**src/rtl/sobel_pkg.sv**
```systemverilog
// Shared types and constants for the sobel result path and its UART scheduler.
// Holds FSM encodings, the byte-slot helper and frame defaults.
package sobel_pkg;

   typedef enum logic [1:0] {
      IDLE = 2'd0,
      SEND = 2'd1,
      WAIT = 2'd2
   } tx_state_e;

   typedef enum logic [1:0] {
      ST_NONE = 2'd0,
      ST_HDR  = 2'd1,
      ST_SUM  = 2'd2
   } stat_e;

   localparam logic [7:0]  STATUS_HDR_DEF = 8'hA5;
   localparam int unsigned SRC_DIM        = 100;
   // a 3x3 kernel loses one pixel on every border
   localparam int unsigned FRAME_PIX_DEF  = (SRC_DIM - 2) * (SRC_DIM - 2);

   function automatic int unsigned byte_cyc(
      input int unsigned clk_freq,
      input int unsigned bps
   );
      return (clk_freq / bps) * 10;
   endfunction

endpackage

```
**src/rtl/uart_tx_sched_if.sv**
```systemverilog
// Pixel-in / UART-strobe-out bundle of uart_tx_sched.
// The master side feeds pixels; the slave side is the scheduler.
interface uart_tx_sched_if;

   logic       pix_flag;
   logic [7:0] pix_data;
   logic       tx_flag;
   logic [7:0] tx_data;
   logic       frame_done;
   logic       ovf;

   modport master (
      output pix_flag, pix_data,
      input  tx_flag, tx_data, frame_done, ovf
   );

   modport slave (
      input  pix_flag, pix_data,
      output tx_flag, tx_data, frame_done, ovf
   );

endinterface

```
**src/rtl/uart_tx_sched_sync_fifo.sv**
```systemverilog
// Synchronous FIFO with registered read data and same-edge push+pop.
// A push into a full FIFO is accepted only when a pop frees the slot.
module sync_fifo #(
   parameter int DEPTH = 16,
   parameter int WIDTH = 8
) (
   input  logic             clk,
   input  logic             rst_n,
   input  logic             push,
   input  logic             pop,
   input  logic [WIDTH-1:0] wr_data,
   output logic [WIDTH-1:0] rd_data,
   output logic             full,
   output logic             empty
);

   localparam int AW = $clog2(DEPTH);

   logic [AW:0]      wr_ptr_q, wr_ptr_d;
   logic [AW:0]      rd_ptr_q, rd_ptr_d;
   logic [WIDTH-1:0] rd_data_q, rd_data_d;
   logic [WIDTH-1:0] mem_q [DEPTH];
   logic             do_push, do_pop;

   always_comb begin
      empty = (wr_ptr_q == rd_ptr_q);
      full  = (wr_ptr_q[AW] != rd_ptr_q[AW]) &&
              (wr_ptr_q[AW-1:0] == rd_ptr_q[AW-1:0]);
      do_pop  = pop && !empty;
      do_push = push && (!full || do_pop);
      wr_ptr_d  = wr_ptr_q + {{AW{1'b0}}, do_push};
      rd_ptr_d  = rd_ptr_q + {{AW{1'b0}}, do_pop};
      rd_data_d = rd_data_q;
      if (do_pop) rd_data_d = mem_q[rd_ptr_q[AW-1:0]];
   end

   always_ff @(posedge clk or negedge rst_n) begin
      if (!rst_n) begin
         wr_ptr_q  <= '0;
         rd_ptr_q  <= '0;
         rd_data_q <= '0;
      end else begin
         wr_ptr_q  <= wr_ptr_d;
         rd_ptr_q  <= rd_ptr_d;
         rd_data_q <= rd_data_d;
      end
   end

   always_ff @(posedge clk) begin
      if (do_push) mem_q[wr_ptr_q[AW-1:0]] <= wr_data;
   end

   assign rd_data = rd_data_q;

endmodule

```
**src/rtl/uart_tx_sched.sv**
```systemverilog
// Paces FIFO'd sobel result bytes onto uart_tx, one byte per frame slot.
// Define TX_SCHED_STATUS_EN to append an A5/checksum trailer to each frame.
module uart_tx_sched
   import sobel_pkg::*;
#(
   parameter int unsigned CLK_FREQ   = 50_000_000,
   parameter int unsigned UART_BPS   = 9600,
   parameter int unsigned FIFO_DEPTH = 16,
   parameter int unsigned FRAME_PIX  = FRAME_PIX_DEF,
   parameter logic [7:0]  STATUS_HDR = STATUS_HDR_DEF
) (
   input logic             sys_clk,
   input logic             sys_rst_n,
   uart_tx_sched_if.slave  bus
);

   localparam int unsigned BYTE_CYC = byte_cyc(CLK_FREQ, UART_BPS);
   localparam int SW = $clog2(BYTE_CYC);
   localparam int PW = $clog2(FRAME_PIX + 1);
   // slot_q reaches BYTE_CYC-1 on the edge that leaves WAIT
   localparam logic [SW-1:0] SLOT_END = SW'(BYTE_CYC - 2);
   localparam logic [PW-1:0] PIX_END  = PW'(FRAME_PIX - 1);

   tx_state_e     state_q, state_d;
   logic [SW-1:0] slot_q, slot_d;
   logic [PW-1:0] pix_q, pix_d;
   logic          tx_flag_q, tx_flag_d;
   logic [7:0]    tx_data_q, tx_data_d;
   logic          frame_done_q, frame_done_d;
   logic          ovf_q, ovf_d;
   logic          pop, pix_last;
   logic          fifo_full, fifo_empty;
   logic [7:0]    fifo_rd;
   logic          stat_pend, send_stat;

`ifdef TX_SCHED_STATUS_EN
   stat_e         stat_q, stat_d;
   logic          src_stat_q, src_stat_d;
   logic [7:0]    csum_q, csum_d;
   assign stat_pend = (stat_q != ST_NONE);
   assign send_stat = src_stat_q;
`else
   assign stat_pend = 1'b0;
   assign send_stat = 1'b0;
`endif

   assign pix_last = (pix_q == PIX_END);

   sync_fifo #(
      .DEPTH (FIFO_DEPTH),
      .WIDTH (8)
   ) u_fifo (
      .clk     (sys_clk),
      .rst_n   (sys_rst_n),
      .push    (bus.pix_flag),
      .pop     (pop),
      .wr_data (bus.pix_data),
      .rd_data (fifo_rd),
      .full    (fifo_full),
      .empty   (fifo_empty)
   );

   always_ff @(posedge sys_clk or negedge sys_rst_n) begin
      if (!sys_rst_n) begin
         state_q      <= IDLE;
         slot_q       <= '0;
         pix_q        <= '0;
         tx_flag_q    <= 1'b0;
         tx_data_q    <= 8'h00;
         frame_done_q <= 1'b0;
         ovf_q        <= 1'b0;
`ifdef TX_SCHED_STATUS_EN
         stat_q       <= ST_NONE;
         src_stat_q   <= 1'b0;
         csum_q       <= 8'h00;
`endif
      end else begin
         state_q      <= state_d;
         slot_q       <= slot_d;
         pix_q        <= pix_d;
         tx_flag_q    <= tx_flag_d;
         tx_data_q    <= tx_data_d;
         frame_done_q <= frame_done_d;
         ovf_q        <= ovf_d;
`ifdef TX_SCHED_STATUS_EN
         stat_q       <= stat_d;
         src_stat_q   <= src_stat_d;
         csum_q       <= csum_d;
`endif
      end
   end

   always_comb begin
      state_d = state_q;
      unique case (state_q)
         IDLE: if (stat_pend || !fifo_empty) state_d = SEND;
         SEND: state_d = WAIT;
         WAIT: if (slot_q == SLOT_END) state_d = IDLE;
         default: state_d = IDLE;
      endcase
   end

   always_comb begin
      pop          = 1'b0;
      tx_flag_d    = 1'b0;
      tx_data_d    = tx_data_q;
      frame_done_d = 1'b0;
      slot_d       = slot_q;
      pix_d        = pix_q;
`ifdef TX_SCHED_STATUS_EN
      stat_d       = stat_q;
      src_stat_d   = src_stat_q;
      csum_d       = csum_q;
`endif
      unique case (state_q)
         IDLE: begin
            pop = !stat_pend && !fifo_empty;
`ifdef TX_SCHED_STATUS_EN
            src_stat_d = stat_pend;
`endif
         end
         SEND: begin
            tx_flag_d = 1'b1;
            slot_d    = '0;
            if (!send_stat) begin
               tx_data_d = fifo_rd;
               pix_d     = pix_last ? '0 : pix_q + 1'b1;
`ifdef TX_SCHED_STATUS_EN
               csum_d = csum_q ^ fifo_rd;
               if (pix_last) stat_d = ST_HDR;
`else
               frame_done_d = pix_last;
`endif
            end
`ifdef TX_SCHED_STATUS_EN
            else if (stat_q == ST_HDR) begin
               tx_data_d = STATUS_HDR;
               stat_d    = ST_SUM;
            end else begin
               tx_data_d    = csum_q;
               stat_d       = ST_NONE;
               csum_d       = 8'h00;
               frame_done_d = 1'b1;
            end
`endif
         end
         WAIT: slot_d = slot_q + 1'b1;
         default: ;
      endcase
      ovf_d = ovf_q | (bus.pix_flag & fifo_full & ~pop);
   end

   assign bus.tx_flag    = tx_flag_q;
   assign bus.tx_data    = tx_data_q;
   assign bus.frame_done = frame_done_q;
   assign bus.ovf        = ovf_q;

endmodule

```
**src/flat_wrapper.sv**
```systemverilog
// flat-port wrapper written by rule: the top's interface ports become plain ports
module uart_tx_sched_flat import sobel_pkg::*;
#(
   parameter int unsigned CLK_FREQ   = 50_000_000,
   parameter int unsigned UART_BPS   = 9600,
   parameter int unsigned FIFO_DEPTH = 16,
   parameter int unsigned FRAME_PIX  = FRAME_PIX_DEF,
   parameter logic [7:0]  STATUS_HDR = STATUS_HDR_DEF
)
  (sys_clk, sys_rst_n, bus_pix_flag, bus_pix_data, bus_tx_flag, bus_tx_data, bus_frame_done, bus_ovf);
  uart_tx_sched_if bus_i ();
  input logic sys_clk;
  input logic sys_rst_n;
  input wire logic [$bits(bus_i.pix_flag)-1:0] bus_pix_flag;
  input wire logic [$bits(bus_i.pix_data)-1:0] bus_pix_data;
  output wire logic [$bits(bus_i.tx_flag)-1:0] bus_tx_flag;
  output wire logic [$bits(bus_i.tx_data)-1:0] bus_tx_data;
  output wire logic [$bits(bus_i.frame_done)-1:0] bus_frame_done;
  output wire logic [$bits(bus_i.ovf)-1:0] bus_ovf;
  assign bus_i.pix_flag = bus_pix_flag;
  assign bus_i.pix_data = bus_pix_data;
  assign bus_tx_flag = bus_i.tx_flag;
  assign bus_tx_data = bus_i.tx_data;
  assign bus_frame_done = bus_i.frame_done;
  assign bus_ovf = bus_i.ovf;
  uart_tx_sched #(.CLK_FREQ(CLK_FREQ), .UART_BPS(UART_BPS), .FIFO_DEPTH(FIFO_DEPTH), .FRAME_PIX(FRAME_PIX), .STATUS_HDR(STATUS_HDR)) u_core (.sys_clk(sys_clk), .sys_rst_n(sys_rst_n), .bus(bus_i));
endmodule
```
**config.mk**
```make
export PLATFORM = sky130hd
export DESIGN_NAME = uart_tx_sched_flat
export DESIGN_NICKNAME = d
export VERILOG_FILES = /design/src/rtl/sobel_pkg.sv /design/src/rtl/uart_tx_sched_if.sv /design/src/rtl/uart_tx_sched_sync_fifo.sv /design/src/rtl/uart_tx_sched.sv /design/src/flat_wrapper.sv
export SDC_FILE = /design/constraint.sdc
export NUM_CORES = 1
export LEC_CHECK = 0
export CAP_MARGIN = 20
export CORE_UTILIZATION = 50
export DETAILED_ROUTE_END_ITERATION = 6
export PLACE_DENSITY = 0.67
export SYNTH_ARGS = -nofsm -noshare
export SYNTH_HDL_FRONTEND = slang
export SYNTH_SLANG_ARGS = --single-unit
```
**constraint.sdc**
```tcl
create_clock -name sys_clk -period 3.3 [get_ports sys_clk]
set_input_delay 0.33 -clock sys_clk [delete_from_list [all_inputs] [get_ports sys_clk]]
set_output_delay 0.33 -clock sys_clk [all_outputs]
set_load 0.1 [all_outputs]
```
==> results.json <==
{
  "start_util_pct": 51.1,
  "drc": 0,
  "synthFlopType": "edfxtp_1",
  "cts_buffer_depth": 2,
  "overflow": 0,
  "fmax_mhz": 425,
  "seq_power_share_pct": 41.1,
  "htreeDepth": 4,
  "fin_crit_sh_pct": 71.3,
  "layout.nets": 518,
  "vias_per_cell": 5.69,
  "hold_viol": 0,
  "postCtsSetupBuffers": 0,
  "ctsHoldBuffers": 0,
  "clkPwrFrac_pct": 25.7,
  "antenna_found_initial": 0,
  "core_sq_um": 15200,
  "min_period_ps": 2350,
  "skew_ps": 10.6,
  "tritoncts": "yes",
  "dieHeight_um": 127,
  "clock_latency_ps": 440,
  "setup-violations-final": 0,
  "fp.dieArea_sq_um": 16000,
  "io-pin-count": 22,
  "antenna_cells": 0,
  "wl_per_cell_um": 20.5,
  "grt_pass1_vias": 4127,
  "p_int_mw": 5.02,
  "avgSynthCellArea_sq_um": 16.6,
  "die_w_um": 127,
  "synth_nets": 489,
  "slew_headroom_pct": 34.4,
  "end_kind": "flip-flop",
  "place_hpwl_mm": 9.20,
  "synthToLayoutAreaGrowth_pct": 12.5,
  "swShare_pct": 35.2,
  "p_per_area_nw_per_um2": 886,
  "crit_fanout": 33,
  "numCtsBuffers": 17,
  "outcome": "finished, final reports clean",
  "arrival_ps": 2670,
  "ys_seq_area_share_pct": 69.2,
  "ant_nets": 0,
  "globalplace.congestion": 0.787,
  "dp_cells": 664,
  "vias": 3965,
  "p_total_mw": 7.74,
  "grt_max_degree": 44,
  "final_cells": 697,
  "p_leak_nw": 3.19,
  "portBuffers": 21,
  "syn_area_sq_um": 7760,
  "synth-async-reset-ratio_pct": 32.3,
  "path_class": "flip-flop to flip-flop",
  "wirelength_mm": 14.3,
  "cap_violations": 0,
  "synth_edf_count": 128,
  "ys_types": 44,
  "cp.required_ps": 3620,
  "setup_tns_ps": 0,
  "cts_root_buffer": "clkbuf_16",
  "post_cts_resized": 0,
  "synth_cells": 467,
  "clk_pin_slew_worst_paths_ps": 70,
  "yosys_warnings": 0,
  "p_sw_mw": 2.72,
  "pwr-share-comb_pct": 33.1,
  "drt_iter0_drc": 243,
  "rows": 45,
  "startpoint_type": "flip-flop",
  "hp-class": "primary input to async pin",
  "ys_ff_latch": 189,
  "drive_above_1_share_pct": 18.9,
  "firstDrtPassIters": 4,
  "holdWs_ps": 48.7,
  "final-max-slew-violation-count": 0,
  "tightest_slew_ps": 982,
  "cts_sinks": 189,
  "grtUsageTotal_pct": 19.8,
  "fillCellCount": 1174,
  "grt_setup_unrepaired": "no",
  "grt_pass1_wl_mm": 23.1,
  "peakVddDrop_mv": 0.521
}
cell usage after synthesis, types with 3 or more instances:
cell type  count  area share [%]
a21o_1         3            0.29
a21oi_1        4            0.26
a22oi_1       16             1.5
and2_1         3            0.24
and3_1         6            0.48
and4_1         5            0.56
buf_2          3            0.19
buf_6          5            0.73
clkbuf_1       9            0.44
dfrtp_1       61              20
edfxtp_1     128              50
ha_1          11             1.8
inv_1         12            0.58
mux2_2        17             2.5
mux4_2        32             9.3
nand2_1       22             1.1
nand3_1       14            0.90
nand4_1        8            0.64
nor2_1        30             1.5
nor2b_1        5            0.40
nor3_1         7            0.45
o2111ai_1      4            0.45
o21ai_0        8            0.52
xnor2_1       11             1.2
xor2_1        17             1.9
state kept, by name (all words and copies together), names as in the netlist, 2 cells and up:
register and cells:
u_core.u_fifo.mem_q 128, u_core.bus.tx_data 8, u_core.u_fifo.wr_ptr_q 5, u_core.u_fifo.rd_ptr_q 5, u_core.state_q 2, u_core.u_fifo.rd_data 8
u_core.slot_q 16, u_core.pix_q 14
cell families (layout without fill, tap and decap cells):
logic type               count (synthesis)  in the layout  synth area share [%]
adder cells (fa/ha/maj)                 11             11                  1.77
flip-flops                             189            189                  69.2
XOR/XNOR                                28             28                  3.16
buffers and inverters                   31             73                  2.03
multiplexers                            52             52                  12.2
AND/OR/NAND/NOR                        113            113                  7.65
AO/OA/AOI/OAI                           43             43                  4.03
worst max-delay path, cell delays in order, from the launching register on:
cell and delay [ps]:
dfrtp_2 380, buf_4 530, mux4_2 590, a22oi_1 340, nand2_1 110, mux2_2 260
final timing paths:
path	start	endpoint	slack [ps]	depth (start not counted)
max in group asynchronous	sys_rst_n	u_core.bus.tx_data[7]$_DFFE_PN0P_	2450	2
worst max-delay path	u_core.u_fifo.rd_ptr_q[0]$_DFF_PN0_	u_core.u_fifo.rd_data[3]$_DFFE_PN0N_	950	5
worst max register to register	u_core.u_fifo.rd_ptr_q[0]$_DFF_PN0_	u_core.u_fifo.rd_data[3]$_DFFE_PN0N_	950	5
worst min register to register	u_core.u_fifo.wr_ptr_q[4]$_DFF_PN0_	u_core.u_fifo.wr_ptr_q[4]$_DFF_PN0_	490	1
min in group sys_clk	u_core.u_fifo.wr_ptr_q[4]$_DFF_PN0_	u_core.u_fifo.wr_ptr_q[4]$_DFF_PN0_	490	1
worst min-delay path	sys_rst_n	u_core.slot_q[14]$_DFFE_PN0P_	50	1
power by group through the flow:
| stage | combinational, mW | clock (mW) | sequential, mW |
|---|---|---|---|
| 4_1_cts | 2.61 | 2.03 | 3.19 |
| 3_5_place_dp | 2.61 | 0 | 3.23 |
| 6_report | 2.56 | 1.99 | 3.18 |
| 5_1_grt | 2.78 | 2.12 | 3.23 |
| 2_1_floorplan | 1.65 | 0 | 3.56 |
| 3_3_place_gp | 2.57 | 0 | 3.22 |
per-stage QoR:
stage	util [%]	instance area, sq um	setup WS, ps
CTS	57.4	8730	792
global route	57.5	8740	762
global placement	53.6	8150	835
floorplan	-	7760	1260
finish	57.5	8740	948
detailed placement	53.6	8150	761
cells in the final DEF, fill, tap and decap left out, drive strengths merged, types with 7 or more instances in the layout:
master and instances:
nor3 7, edfxtp 128, buf 8, xor2 17, xnor2 11, ha 11, mux4 32, dfrtp 61
clkbuf 18, nand2 22, nor2 30, clkdlybuf4s50 20, nand3 14, o21ai 9, inv 19, nand4 9
a22oi 16, mux2 18
metal layers:
metal	vias up	wire (um)	GRT usage, %
li1	1853	-	-
met1	2017	6400	27.7
met2	79	7040	30.5
met3	16	626	4.22
met4	0	235	8.36
met5	-	0	0
area by class of cell:
| class | count | area, sq um | area share [%] |
|---|---|---|---|
| clock inverter | 15 | 156 | 1.79 |
| clock buffer | 17 | 425 | 4.87 |
| tap | 188 | 235 | 2.69 |
| sequential | 189 | 5370 | 61.5 |
| multi-input combinational | 247 | 2240 | 25.6 |
| inverter | 12 | 45.0 | 0.516 |
| timing repair buffer | 29 | 265 | 3.04 |
(Power assumes the default switching activity.)
